--- config.mk ---
export PLATFORM = sky130hd
export DESIGN_NAME = ovl_window_seq_ctrl_flat
export DESIGN_NICKNAME = d
export VERILOG_FILES = /design/src/rtl/ovl_window_seq_ctrl_if.sv /design/src/rtl/ovl_window_seq_ctrl.sv /design/src/flat_wrapper.sv
export SDC_FILE = /design/constraint.sdc
export NUM_CORES = 1
export LEC_CHECK = 0
export ABC_AREA = 1
export CAP_MARGIN = 20
export CORE_UTILIZATION = 54
export DETAILED_ROUTE_END_ITERATION = 10
export PLACE_DENSITY = 0.8
export SKIP_LAST_GASP = 1
export SLEW_MARGIN = 20
export SYNTH_ARGS = -nofsm -noshare
export SYNTH_HDL_FRONTEND = slang
export SYNTH_SLANG_ARGS = --single-unit
--- constraint.sdc ---
create_clock -name i_clock -period 2.35 [get_ports i_clock]
set_input_delay 0.705 -clock i_clock [delete_from_list [all_inputs] [get_ports i_clock]]
set_output_delay 0.705 -clock i_clock [all_outputs]
set_load 0.02 [all_outputs]
--- src/rtl/ovl_window_seq_ctrl_if.sv ---
// Handshake/stimulus bundle between a test driver and the ovl_window sequencer.
// The driver owns the request/config signals; the sequencer owns the checker-facing outputs.
interface ovl_window_seq_ctrl_if #(
    parameter int unsigned LEN_W = 8,
    parameter int unsigned CNT_W = 8
);
    logic             enable;
    logic             go;
    logic             abort;
    logic [LEN_W-1:0] win_len;
    logic [LEN_W-1:0] gap_len;
    logic [CNT_W-1:0] num_windows;
    logic             inject_drop;

    logic             start_event;
    logic             window;
    logic             end_event;
    logic             busy;
    logic             done;
    logic [CNT_W-1:0] win_cnt;

    modport master (
        output enable, go, abort, win_len, gap_len, num_windows, inject_drop,
        input  start_event, window, end_event, busy, done, win_cnt
    );

    modport slave (
        input  enable, go, abort, win_len, gap_len, num_windows, inject_drop,
        output start_event, window, end_event, busy, done, win_cnt
    );
endinterface

--- src/rtl/ovl_window_seq_ctrl.sv ---
// Generates N programmable start/window/end sequences for an ovl_window checker,
// with an optional one-cycle window drop to exercise the checker's fail path.
module ovl_window_seq_ctrl #(
    parameter int unsigned LEN_W = 8,
    parameter int unsigned CNT_W = 8
) (
    input logic                    i_clock,
    input logic                    i_reset_n,
    ovl_window_seq_ctrl_if.slave   io_bus
);

    typedef enum logic [2:0] {
        StIdle,
        StStart,
        StOpen,
        StClose,
        StGap
    } state_e;

    state_e           r_state;
    state_e           w_state_d;
    logic [LEN_W-1:0] r_cnt;
    logic [LEN_W-1:0] w_cnt_d;
    logic [CNT_W-1:0] r_win_cnt;
    logic [CNT_W-1:0] w_win_cnt_d;
    logic [CNT_W-1:0] w_win_cnt_inc;

    logic [LEN_W-1:0] r_win_len;
    logic [LEN_W-1:0] w_win_len_d;
    logic [LEN_W-1:0] r_gap_len;
    logic [LEN_W-1:0] w_gap_len_d;
    logic [CNT_W-1:0] r_num;
    logic [CNT_W-1:0] w_num_d;
    logic             r_drop;
    logic             w_drop_d;
    logic [LEN_W-1:0] w_open_len;

    logic             r_start;
    logic             w_start_d;
    logic             r_window;
    logic             w_window_d;
    logic             r_end;
    logic             w_end_d;
    logic             r_busy;
    logic             w_busy_d;
    logic             r_done;
    logic             w_done_d;

    logic             w_seq_done;
    logic             w_first_open;
    logic             w_hold;

    assign w_win_cnt_inc = r_win_cnt + CNT_W'(1);
    // A zero-length window still gets one OPEN cycle.
    assign w_open_len    = (r_win_len == '0) ? LEN_W'(1) : r_win_len;

    always_comb begin
        w_state_d    = r_state;
        w_cnt_d      = r_cnt;
        w_win_cnt_d  = r_win_cnt;
        w_win_len_d  = r_win_len;
        w_gap_len_d  = r_gap_len;
        w_num_d      = r_num;
        w_drop_d     = r_drop;
        w_seq_done   = 1'b0;
        w_first_open = 1'b0;
        w_hold       = 1'b0;

        if (io_bus.abort) begin
            w_state_d = StIdle;
        end else if (!io_bus.enable) begin
            w_hold = 1'b1;
        end else begin
            unique case (r_state)
                StIdle: begin
                    if (io_bus.go) begin
                        if (io_bus.num_windows != '0) begin
                            w_state_d   = StStart;
                            w_win_cnt_d = '0;
                            w_win_len_d = io_bus.win_len;
                            w_gap_len_d = io_bus.gap_len;
                            w_num_d     = io_bus.num_windows;
                            w_drop_d    = io_bus.inject_drop;
                        end else begin
                            w_seq_done = 1'b1;
                        end
                    end
                end
                StStart: begin
                    w_state_d    = StOpen;
                    w_cnt_d      = w_open_len;
                    w_first_open = 1'b1;
                end
                StOpen: begin
                    if (r_cnt <= LEN_W'(1)) begin
                        w_state_d = StClose;
                    end else begin
                        w_cnt_d = r_cnt - LEN_W'(1);
                    end
                end
                StClose: begin
                    w_win_cnt_d = w_win_cnt_inc;
                    if (w_win_cnt_inc == r_num) begin
                        w_state_d  = StIdle;
                        w_seq_done = 1'b1;
                    end else if (r_gap_len == '0) begin
                        w_state_d = StStart;
                    end else begin
                        w_state_d = StGap;
                        w_cnt_d   = r_gap_len;
                    end
                end
                StGap: begin
                    if (r_cnt <= LEN_W'(1)) begin
                        w_state_d = StStart;
                    end else begin
                        w_cnt_d = r_cnt - LEN_W'(1);
                    end
                end
                default: begin
                    w_state_d = StIdle;
                end
            endcase
        end

        // Outputs are registered copies of the next state, so they line up with r_state.
        if (w_hold) begin
            w_start_d  = r_start;
            w_window_d = r_window;
            w_end_d    = r_end;
            w_busy_d   = r_busy;
            w_done_d   = r_done;
        end else begin
            w_start_d  = (w_state_d == StStart);
            w_window_d = ((w_state_d == StOpen) &&
                          !(w_first_open && r_drop && (r_win_cnt == '0))) ||
                         (w_state_d == StClose);
            w_end_d    = (w_state_d == StClose);
            w_busy_d   = (w_state_d != StIdle);
            w_done_d   = w_seq_done;
        end
    end

    always_ff @(posedge i_clock or negedge i_reset_n) begin
        if (!i_reset_n) begin
            r_state   <= StIdle;
            r_cnt     <= '0;
            r_win_cnt <= '0;
            r_win_len <= '0;
            r_gap_len <= '0;
            r_num     <= '0;
            r_drop    <= 1'b0;
            r_start   <= 1'b0;
            r_window  <= 1'b0;
            r_end     <= 1'b0;
            r_busy    <= 1'b0;
            r_done    <= 1'b0;
        end else begin
            r_state   <= w_state_d;
            r_cnt     <= w_cnt_d;
            r_win_cnt <= w_win_cnt_d;
            r_win_len <= w_win_len_d;
            r_gap_len <= w_gap_len_d;
            r_num     <= w_num_d;
            r_drop    <= w_drop_d;
            r_start   <= w_start_d;
            r_window  <= w_window_d;
            r_end     <= w_end_d;
            r_busy    <= w_busy_d;
            r_done    <= w_done_d;
        end
    end

    assign io_bus.start_event = r_start;
    assign io_bus.window      = r_window;
    assign io_bus.end_event   = r_end;
    assign io_bus.busy        = r_busy;
    assign io_bus.done        = r_done;
    assign io_bus.win_cnt     = r_win_cnt;

endmodule

--- src/flat_wrapper.sv ---
// flat-port wrapper written by rule: the top's interface ports become plain ports
module ovl_window_seq_ctrl_flat 
#(
    parameter int unsigned LEN_W = 8,
    parameter int unsigned CNT_W = 8
)
  (i_clock, i_reset_n, io_bus_enable, io_bus_go, io_bus_abort, io_bus_win_len, io_bus_gap_len, io_bus_num_windows, io_bus_inject_drop, io_bus_start_event, io_bus_window, io_bus_end_event, io_bus_busy, io_bus_done, io_bus_win_cnt);
  ovl_window_seq_ctrl_if #(.LEN_W(LEN_W), .CNT_W(CNT_W)) io_bus_i ();
  input logic i_clock;
  input logic i_reset_n;
  input wire logic [$bits(io_bus_i.enable)-1:0] io_bus_enable;
  input wire logic [$bits(io_bus_i.go)-1:0] io_bus_go;
  input wire logic [$bits(io_bus_i.abort)-1:0] io_bus_abort;
  input wire logic [$bits(io_bus_i.win_len)-1:0] io_bus_win_len;
  input wire logic [$bits(io_bus_i.gap_len)-1:0] io_bus_gap_len;
  input wire logic [$bits(io_bus_i.num_windows)-1:0] io_bus_num_windows;
  input wire logic [$bits(io_bus_i.inject_drop)-1:0] io_bus_inject_drop;
  output wire logic [$bits(io_bus_i.start_event)-1:0] io_bus_start_event;
  output wire logic [$bits(io_bus_i.window)-1:0] io_bus_window;
  output wire logic [$bits(io_bus_i.end_event)-1:0] io_bus_end_event;
  output wire logic [$bits(io_bus_i.busy)-1:0] io_bus_busy;
  output wire logic [$bits(io_bus_i.done)-1:0] io_bus_done;
  output wire logic [$bits(io_bus_i.win_cnt)-1:0] io_bus_win_cnt;
  assign io_bus_i.enable = io_bus_enable;
  assign io_bus_i.go = io_bus_go;
  assign io_bus_i.abort = io_bus_abort;
  assign io_bus_i.win_len = io_bus_win_len;
  assign io_bus_i.gap_len = io_bus_gap_len;
  assign io_bus_i.num_windows = io_bus_num_windows;
  assign io_bus_i.inject_drop = io_bus_inject_drop;
  assign io_bus_start_event = io_bus_i.start_event;
  assign io_bus_window = io_bus_i.window;
  assign io_bus_end_event = io_bus_i.end_event;
  assign io_bus_busy = io_bus_i.busy;
  assign io_bus_done = io_bus_i.done;
  assign io_bus_win_cnt = io_bus_i.win_cnt;
  ovl_window_seq_ctrl #(.LEN_W(LEN_W), .CNT_W(CNT_W)) u_core (.i_clock(i_clock), .i_reset_n(i_reset_n), .io_bus(io_bus_i));
endmodule
==> impl_metrics.toml <==
[flow_run]
drv_cap = 0

[critical_path]
critPathBufInv = 3
crit_top_cell = "nand2_1"
r2r_setup_slack_ns = 0.22
cp_cell_sequence = "clkdlybuf4s50_1 > nor4_2 > nand2_1 > buf_4 > nand3_1 > o21ai_0 > inv_1 > nand2_1 > nand2_2 > nand2_1 > nor2_1 > nor2_1"
slowest_delay_ns = 0.45
critPathArrivalTime_ns = 2.36
reg2reg_to = "u_core.io_bus.busy$_DFFE_PN0N_"
r2r.worst_path.cells = 14
worstSetupPathType = "input port to register"
end_kind = "register"
cp-start-kind = "input port"
required_ns = 2.54
slowest_stage = "clkdlybuf4s50_1"
r2r_start = "u_core.io_bus.win_cnt[0]$_DFFE_PN0P_"
cp_max_fo = 4
crit_family = "simple AND/OR/NAND/NOR gates"

[global_routing]
use_met2_pct = 46.1
grt_pass1_wl_mm = 11.6
antenna_found_initial = 0
grt_start_max_net_pins = 26
gr-usage-met1_pct = 37.7
grt_pass1_vias = 2536
grt_use_met3_pct = 4.74
track_usage_pct = 28.0
grt_remaining_overflow = 0
grt_busiest_layer = "met2"

[detailed_routing]
drt_iter0_markers = 142
vias_per_cell = 5.37
first_pass_iters = 4
drc = 0
routedWlPerCell_microns = 13.9
final_antenna_net_count = 0
vias = 2566
drt_wl_total_mm = 6.65

[logic_synthesis]
syn_nets = 384
synth-async-reset-ratio_pct = 100
syn_area_sq_um = 2830
yosysSeqAreaShare_pct = 43.4
synth_cell_type_count = 39
syn_area_per_cell_sq_um = 8.08
synth_seq_cells = 49
yosysWarnings = 0
synthFlopType = "dfrtp_1"
netlist_instances = 350
synth_edf_count = 0

[pwr]
power_mw = 2.30
p_leak_nw = 1.68
cellPowerDensity_nw_per_um2 = 649
ir_drop_uv = 475

[floorplan]
core_sq_um = 4880
die_h_microns = 74.3
fp.dieW_microns = 74.3
die-area_sq_um = 5530
initial_core_util_pct = 57.9
placementRows = 25
io-pin-count = 43

[layout]
diodes = 0
nets = 444
area_delta_synth_final_pct = 25.4
fillers = 417
drive_gt1_share_pct = 17.3

[timing]
slew_headroom_pct = 59.2
period_minus_slack_ns = 2.17
fmax_ghz = 0.460
fin_crit_sh_pct = 92.5
setup_viol = 0
worst-slew-pin-transition_ns = 0.613
skew_ns = 0.00998
grt_setup_unrepaired = "true"
holdWs_ns = 0.403
final_hold_viol_count = 0
slew_violations = 0
setup-tns-final_ns = 0

[cts]
cts_buffers = 5
root_buffer = "clkbuf_8"
clkLatencyLatePin_ns = 0.30
ctsResizeCount = 0
path_clk_slew_ns = 0.09
clock-sinks = 49
post_cts_buffers = 0
cts_tree = "done"
cts_buffer_depth = 2
hold_buffers = 0
cts_max_level = 2

[status]
status = "finished, final reports clean"

[placement]
dp_hpwl_mm = 5.20
numPortBuffers = 42
gp_congestion = 0.951

[hold_path]
min_path_type = "input port to async pin"
where the power goes:
group,leakage (nW),internal [mW],switching [mW]
Clock,0.0450,0.207,0.274
Combinational,1.04,0.299,0.362
Sequential,0.598,1.01,0.143
logic make-up after synthesis:
| family | share of synthesized area [%] |
|---|---|
| mux | 3.98 |
| fa+ha+maj | 1.77 |
| compound gates | 12.5 |
| xor+xnor | 0.620 |
| simple gates | 30.2 |
| flops | 43.4 |
| buf+inv | 7.48 |
placed cells by master, fill, tap and decap left out, drive strengths merged:
cell type       n
a21o            1
a21oi          23
a221oi          1
a22oi           2
buf            16
clkbuf          6
clkdlybuf4s50  41
clkinv          2
dfrtp          49
ha              4
inv            50
mux2           10
nand2          76
nand3          33
nand3b          2
nand4           7
nor2           42
nor3            6
nor4            4
o211ai          1
o21ai          25
o21bai          1
o221ai          3
o22ai           3
or2             1
xnor2           2
metrics by stage:
step,utilization [%],area (sq um),worst slack (ns),cells
final,72.6,3540,0.176,478
after global routing,72.6,3540,-0.0466,478
after CTS,72.3,3530,0.118,478
after detailed placement,70.6,3440,-0.201,470
after global placement,70.6,3440,-0.117,470
after floorplan,-,2830,0.351,350
how the worst max path moves through the flow:
stage                                               from                              endpoint  slack, ns  cells past startpoint
floorplan           u_core.io_bus.win_cnt[0]$_DFFE_PN0P_           u_core.r_cnt[0]$_DFFE_PN0P_       0.35                     12
global placement                   io_bus_num_windows[1]        u_core.io_bus.busy$_DFFE_PN0N_      -0.12                     13
detailed placement                         io_bus_enable  u_core.io_bus.win_cnt[4]$_DFFE_PN0P_      -0.20                      6
CTS                                io_bus_num_windows[5]        u_core.io_bus.busy$_DFFE_PN0N_       0.12                     12
global route        u_core.io_bus.win_cnt[0]$_DFFE_PN0P_        u_core.io_bus.busy$_DFFE_PN0N_      -0.05                     14
finish                             io_bus_num_windows[5]        u_core.io_bus.busy$_DFFE_PN0N_       0.18                     12
flip-flops by register name, indices dropped and copies added, names as in the netlist, 3 cells and up:
register,cells
u_core.r_cnt,8
u_core.r_win_len,8
u_core.r_state,3
u_core.r_gap_len,8
u_core.io_bus.win_cnt,8
u_core.r_num,8
cell usage after synthesis, drive strengths merged, types with 2 or more instances:
cell type,count,area share (%)
xnor2,2,0.62
nor2,42,7.1
nand4,7,1.8
o221ai,3,0.93
mux2,10,4.0
inv,50,6.8
nor4,4,0.89
o21ai,25,5.1
dfrtp,49,43
buf,3,0.53
nor3,6,1.5
a21oi,23,4.2
nand3,33,7.0
nand2,76,11
o22ai,3,0.66
a22oi,2,0.53
nand3b,2,0.66
ha,4,1.8
cell type report:
cell class	count	area, sq um	share of cell area [%]
Clock inverter	2	10.0	0.282
Inverter	50	193	5.44
Timing Repair Buffer	57	553	15.6
Tap cell	67	83.8	2.37
Sequential cell	49	1230	34.6
Clock buffer	6	72.6	2.05
Multi-Input combinational cell	247	1410	39.7
metal layers:
metal  up-vias  routed length [microns]
met4         0                      154
met2        78                     3090
met1      1199                     3120
met3        16                      282
li1       1273                        -
met5         -                        0
(Power assumes the default switching activity.)
